==> src/rtl/instr_issue_unit.sv <==
`default_nettype none
// +----------------------------------------------------------------------------+
// | Module   : instr_issue_unit                                                |
// | Purpose  : Program store + PC stepper feeding one instruction at a time.   |
// | Revision : 1.0  initial release                                            |
// +----------------------------------------------------------------------------+
module instr_issue_unit #(
  parameter int INSTR_WIDTH = 20,
  parameter int PC_BITS     = 4,
  parameter int TIMEOUT     = 16
) (
  input  logic                   clk,
  input  logic                   rst,
  input  logic                   prog_wen,
  input  logic [PC_BITS-1:0]     prog_addr,
  input  logic [INSTR_WIDTH-1:0] prog_data,
  input  logic                   start,
  input  logic                   instr_done,
  output logic [INSTR_WIDTH-1:0] instr,
  output logic                   instr_valid,
  output logic [PC_BITS-1:0]     pc,
  output logic                   busy,
  output logic                   halted,
  output logic                   err_timeout,
  output logic [7:0]             issue_count
);

  localparam int DEPTH = 2**PC_BITS;
  localparam int WD_W  = $clog2(TIMEOUT);

  typedef enum logic [2:0] {
    S_IDLE      = 3'd0,
    S_FETCH     = 3'd1,
    S_ISSUE     = 3'd2,
    S_WAIT_DONE = 3'd3,
    S_HALT      = 3'd4
  } state_t;

  state_t                 state_q, state_d;
  logic [PC_BITS-1:0]     pc_q, pc_d;
  logic [INSTR_WIDTH-1:0] word_q, word_d;
  logic [INSTR_WIDTH-1:0] instr_q, instr_d;
  logic                   valid_q, valid_d;
  logic                   halted_q, halted_d;
  logic                   err_q, err_d;
  logic [7:0]             count_q, count_d;
  logic [WD_W-1:0]        wd_q, wd_d;

  logic [INSTR_WIDTH-1:0] mem_q [DEPTH];
  logic                   w_stopped;
  logic [INSTR_WIDTH-1:0] w_fetch_word;

  assign w_stopped    = (state_q == S_IDLE) || (state_q == S_HALT);
  assign w_fetch_word = mem_q[pc_q];

  // Store is only writable while no run is in progress; never cleared by rst.
  always_ff @(posedge clk) begin
    if (prog_wen && w_stopped) begin
      mem_q[prog_addr] <= prog_data;
    end
  end

  always_comb begin
    state_d  = state_q;
    pc_d     = pc_q;
    word_d   = word_q;
    instr_d  = instr_q;
    valid_d  = valid_q;
    halted_d = halted_q;
    err_d    = err_q;
    count_d  = count_q;
    wd_d     = wd_q;
    case (state_q)
      S_IDLE, S_HALT: begin
        if (start) begin
          state_d  = S_FETCH;
          pc_d     = '0;
          count_d  = '0;
          err_d    = 1'b0;
          halted_d = 1'b0;
        end
      end
      S_FETCH: begin
        word_d = w_fetch_word;
        if (w_fetch_word[INSTR_WIDTH-1 -: 2] == 2'b00) begin
          state_d  = S_HALT;
          halted_d = 1'b1;
        end else begin
          state_d = S_ISSUE;
        end
      end
      S_ISSUE: begin
        instr_d = word_q;
        valid_d = 1'b1;
        wd_d    = '0;
        state_d = S_WAIT_DONE;
      end
      S_WAIT_DONE: begin
        // A retire on the last watchdog cycle takes priority over the timeout.
        if (instr_done) begin
          instr_d = '0;
          valid_d = 1'b0;
          if (count_q != 8'hFF) begin
            count_d = count_q + 8'd1;
          end
          if (pc_q == {PC_BITS{1'b1}}) begin
            state_d  = S_HALT;
            halted_d = 1'b1;
          end else begin
            pc_d    = pc_q + PC_BITS'(1);
            state_d = S_FETCH;
          end
        end else if (wd_q == WD_W'(TIMEOUT - 1)) begin
          instr_d  = '0;
          valid_d  = 1'b0;
          err_d    = 1'b1;
          halted_d = 1'b1;
          state_d  = S_HALT;
        end else begin
          wd_d = wd_q + WD_W'(1);
        end
      end
      default: state_d = S_IDLE;
    endcase
  end

  always_ff @(posedge clk) begin
    if (rst) begin
      state_q  <= S_IDLE;
      pc_q     <= '0;
      word_q   <= '0;
      instr_q  <= '0;
      valid_q  <= 1'b0;
      halted_q <= 1'b0;
      err_q    <= 1'b0;
      count_q  <= '0;
      wd_q     <= '0;
    end else begin
      state_q  <= state_d;
      pc_q     <= pc_d;
      word_q   <= word_d;
      instr_q  <= instr_d;
      valid_q  <= valid_d;
      halted_q <= halted_d;
      err_q    <= err_d;
      count_q  <= count_d;
      wd_q     <= wd_d;
    end
  end

  assign instr       = instr_q;
  assign instr_valid = valid_q;
  assign pc          = pc_q;
  assign busy        = !w_stopped;
  assign halted      = halted_q;
  assign err_timeout = err_q;
  assign issue_count = count_q;

endmodule
`default_nettype wire

==> config.mk <==
export PLATFORM = sky130hd
export DESIGN_NAME = instr_issue_unit
export DESIGN_NICKNAME = d
export VERILOG_FILES = /design/src/rtl/instr_issue_unit.sv
export SDC_FILE = /design/constraint.sdc
export NUM_CORES = 1
export LEC_CHECK = 0
export CELL_PAD_IN_SITES_DETAIL_PLACEMENT = 1
export CELL_PAD_IN_SITES_GLOBAL_PLACEMENT = 1
export CORE_ASPECT_RATIO = 1.5
export CORE_MARGIN = 1.5
export CORE_UTILIZATION = 45
export DETAILED_ROUTE_END_ITERATION = 7
export GPL_ROUTABILITY_DRIVEN = 0
export PLACE_DENSITY = 0.66
export SYNTH_ARGS = -nofsm -noshare
export SYNTH_HDL_FRONTEND = slang
export SYNTH_SLANG_ARGS = --single-unit
==> constraint.sdc <==
create_clock -name clk -period 4 [get_ports clk]
set_input_delay 0.8 -clock clk [delete_from_list [all_inputs] [get_ports clk]]
set_output_delay 0.8 -clock clk [all_outputs]
set_load 0.02 [all_outputs]
# After elaboration in Yosys (flattened, before gate mapping)
# Memory sizes are Yosys's and may differ from the RTL's. A register that Yosys moved wholly into a read port is not among the register bits.
# Cells that the tools add are included.
word_totals:
  regBits: 62
  latch_bits: 0
  ram_bits: 320
  romBits: 0
  in_bits: 29
  output_inout_bits: 36
  word_cells: 81
  mem_count: 1
mem_list:
  columns: ["memory", "depth", "width", "rd", "rd_ports_with_merged_regs", "wr", "line", "rtl"]
  rows:
  - ["mem_q", 16, 20, 1, 1, 1, "49", "logic [INSTR_WIDTH-1:0] mem_q [DEPTH];"]
op_classes:
  addsub: 3
  mul: 0
  n_div: 0
  n_lt_le_gt_ge: 0
  n_eq_ne: 17
  shift: 0
  muxes: 35
  bitwise_logic: 0
  n_reduce_logical: 16
ops:
  columns: ["op", "count"]
  rows:
  - ["$mux W20", 2]
  - ["$pmux W20 S2", 1]
  - ["$mux W4", 7]
  - ["$mux W8", 3]
  - ["$ne A2 B2 Y1 const B", 8]
  - ["$pmux W4 S2", 2]
  - ["$pmux W8 S2", 1]
  - ["$mux W3", 5]
  - ["$pmux W3 S4", 1]
  - ["$reduce_and A4 Y1", 3]
  - ["$mux W1", 10]
  - ["$add A4 B1 Y4 const B", 2]
  - ["$add A8 B1 Y8 const B", 1]
  - ["$eq A4 B4 Y1 const B", 2]
  - ["$ne A8 B8 Y1 const B", 1]
  - ["$eq A3 B2 Y1 const B", 2]
  - ["$ne A3 B3 Y1 const B", 2]
  - ["$reduce_and A5 Y1", 1]
  - ["$pmux W1 S2", 2]
  - ["$reduce_and A2 Y1", 2]
  - ["$reduce_bool A2 Y1", 2]
  - ["$eq A3 B1 Y1 const B", 1]
  - ["$eq A3 B3 Y1 const B", 1]
  - ["$logic_not A3 Y1", 1]
  - ["8 further kinds", 8]

# Logic depth before layout (Yosys ltp)
depth:
  ltp_word: 6
  mapped_depth: 8
  ltp_nobuf: 6

# Worst setup path after synthesis
# OpenSTA, ideal clock, no wires.
synth_timing:
  path_kind: "in2reg"
  start: "input prog_addr[1]"
  end: "memory mem_q[0][0], enable pin"
  setup_ns: 0.422
  arrival_ns: 2.637
  required_time_ns: 3.578
  setup_slack_ns: 0.941
  stages: 2
  path_buffers: 0
  path_cell_list: "or3_1 > nor3_1"
synth_rtl:
  columns: ["element", "line", "rtl"]
  rows:
  - ["from (decl)", "15", "input logic [PC_BITS-1:0] prog_addr,"]
  - ["to (decl)", "49", null]
# No word-level cell before the write port.

# Worst setup path after layout
layout_timing:
  start: "register state_q[0]"
  end: "output busy"
layout_between:
  elab_chain_cells: 3
  word_cells_on_any_way: 4
  classes_between: "1 x eq/ne; 3 x reduce/logical"
layout_rtl:
  columns: ["element", "line", "rtl"]
  rows:
  - ["from (decl)", "39", "state_t state_q, state_d;"]
  - ["from (signal assigned)", "139", "state_q <= state_d;"]
  - ["$eq A3 B3 Y1 or $logic_not A3 Y1 (tied branches)", "53", "assign w_stopped = (state_q == S_IDLE) || (state_q == S_HALT);"]
  - ["$logic_or A1 B1 Y1 (*)", "53", null]
  - ["$logic_not A1 Y1 (*)", "154", "assign busy = !w_stopped;"]
  - ["to (decl)", "22", "output logic busy,"]
# Mark *: on every way between the ends. The rest lies on a longest branch, timed or not.

==> run metrics <==
worst-path fanout max 12; Clock Tree Root clkbuf_16; most common cell in the netlist edfxtp_1; Post-CTS Hold Fix Bufs 0; layout cells sized above 1 0.179; yosys warns 0; Max Fclk 0.353 GHz; initial antenna violation count 0; grt peak-use layer met2; # rows 81; Iteration-0 DRC Markers 489; worst path required time 3.20 ns; vias in the first global route 8031; chip height 226 um; Max Root-Sink Buffers 3; Final ANT Viol Nets 0; RSZ-0062 raised after global routing no; first-pass GRT wire length about 50000 um; fin nets a little under 900; endpoints failing setup 0; Final Power between 0.008 and 0.009 W; Worst slew margin 0.431; period utilization 0.709; Area Overhead vs Synth 16.2%; Mapped Area 0.0149 mm2; Clock Sinks 386; synth top area cells edfxtp_1 (65%), dfxtp_1 (8.9%), mux4_1 (8.1%), mux4_2 (7.9%), nor2_1 (1.5%); CTS tree yes; Vias between 7k and 8k; Post-CTS Resized 0; Gate Count Post-Synth 764; Synth top area share 0.647; DRC 0; ANT cells 0; crit path cell chain nor2_1 -> inv_1 -> clkdlybuf4s50_1; Max IR drop VDD roughly 270 uV; sequential share of the synthesized area 0.736; CP endpoint kind output pin; total grt overflow 0; CP peak stage delay 0.60 ns; clk slew on worst S/H paths 0.06 ns; Yosys reg bits 386; largest net degree at the start of global routing 47; Crit path arrival time 2.03 ns; total negative setup slack 0 ns; Top FF cell, synth edfxtp_1; drt pass-1 iters 5; PortBufs 64; DIE WIDTH ~150 um; Util after Layout 0.531; met3 usage 0.0312; Leak Pwr 5.46 nW; cell taking the most area after synthesis edfxtp_1; HPWL Detailed 21800 um; Ports between 60 and 70; max-slew violations 0; Post CTS Setup Buffer Count 0; core area about 0.033 mm2; worst slew pin tran approximately 0.85 ns; Unique masters post-synth 49; CTS buffer count 37; CP max-delay cell clkdlybuf4s50_1; Final min period ~2.8 ns; worst-case clock skew 0.0230 ns; startpoint types register; status complete, no violations; routing usage on met2 0.355; Cell Pwr Density 488 mW/mm2; Final Hold Fails 0; number of max-cap violations 0; number of synthesized flops with an enable pin between 300 and 400; Skew-Pair Late Insertion Delay 0.55 ns; syn nets 796; WHS around 0.45 ns; DR WL/cell 25.6 um; flop2flop setup slack between 1 and 1.5 ns; M1 GR Usage 0.259; die area around 0.034 mm2; Initial Util 0.457; Post-synth top cells edfxtp_1 (320), dfxtp_1 (66), nor2_1 (58); Hold WC Path Type register to register; Post-Route WL 33200 um; DR vias/cell 5.72; H-tree depth 2; critical path start-end classification register to output pin; GRT Overall Usage 0.203; Syn Area/Cell 19.4 um2; Async SR Flop Fraction 0
-- sequential cells by signal, indices dropped and copies added, names as in the netlist, named ones only --
| name | flops |
|---|---|
| halted | 1 |
| issue_count | 8 |
| mem_q | 320 |
| pc | 4 |
| err_timeout | 1 |
| word_q | 20 |
| instr | 20 |
| instr_valid | 1 |
| state_q | 3 |
| wd_q | 4 |
-- stage by stage --
| step | setup WS, ns | cells | area (um2) |
|---|---|---|---|
| 2_1_floorplan | 0.941 | 764 | 14900 |
| 3_3_place_gp | 1.01 | 1234 | 16100 |
| 3_5_place_dp | 0.978 | 1234 | 16100 |
| 4_1_cts | 1.14 | 1300 | 17300 |
| 5_1_grt | 1.05 | 1300 | 17300 |
| 6_report | 1.17 | 1300 | 17300 |
-- layout make-up --
cell class | count | area, um2
Fill cell | 2883 | 15300
Multi-Input combinational cell | 318 | 3650
Timing Repair Buffer | 91 | 868
Clock buffer | 48 | 1040
Clock inverter | 18 | 164
Sequential cell | 386 | 10900
Tap cell | 415 | 519
Inverter | 24 | 90.1
-- cells in the final DEF, fill, tap and decap left out, types with 4 or more instances in the layout --
cell type / n
clkdlybuf4s50_1: 64
buf_4: 25
inv_1: 7
clkbuf_16: 40
nor2_2: 12
o21ai_0: 4
dfxtp_1: 63
nand2_1: 32
mux4_2: 52
mux4_1: 46
clkbuf_1: 7
edfxtp_1: 320
xnor2_1: 6
nand4_1: 4
a21oi_1: 10
a22oi_1: 22
nand3_1: 8
nor3_2: 5
nor2_1: 46
clkinv_1: 23
nand2b_1: 4
o21ai_1: 19
nor3_1: 7
nor2b_1: 4
-- per-layer routing --
| metal | vias to the layer above | wire (um) |
|---|---|---|
| met4 | 0 | 735 |
| met5 | - | 0 |
| met2 | 194 | 17500 |
| met3 | 45 | 1390 |
| li1 | 3285 | - |
| met1 | 3909 | 13700 |
-- logic make-up after synthesis --
kind of cell,count (synthesis),synth area share
AO/OA/AOI/OAI,69,0.0301
flip-flops,386,0.736
multiplexers,100,0.162
AND/OR/NAND/NOR,137,0.0426
adder cells (fa/ha/maj),3,0.00253
buffers and inverters,60,0.0221
XOR/XNOR,9,0.00531
-- power by group --
group | internal, W | switching [W]
clock | 0.00198 | 0.00148
sequential | 0.00442 | 0.0000517
combinational | 0.000218 | 0.000278
-- path summary, 6_finish.rpt --
kind | from | to | depth (start not counted)
worst max-delay path | state_q[0] | busy | 3
worst min-delay path | word_q[9] | word_q[9] | 2
worst max register to register | register | word_q[10] | 5
worst min register to register | word_q[9] | word_q[9] | 2
-- worst max-delay path, delay by kind of cell, from the launching register on --
| family | cells | cell delay (ns) |
|---|---|---|
| flip-flops | 1 | 0.58 |
| buffers and inverters | 2 | 0.73 |
| AND/OR/NAND/NOR | 1 | 0.19 |
(Power assumes the default switching activity.)
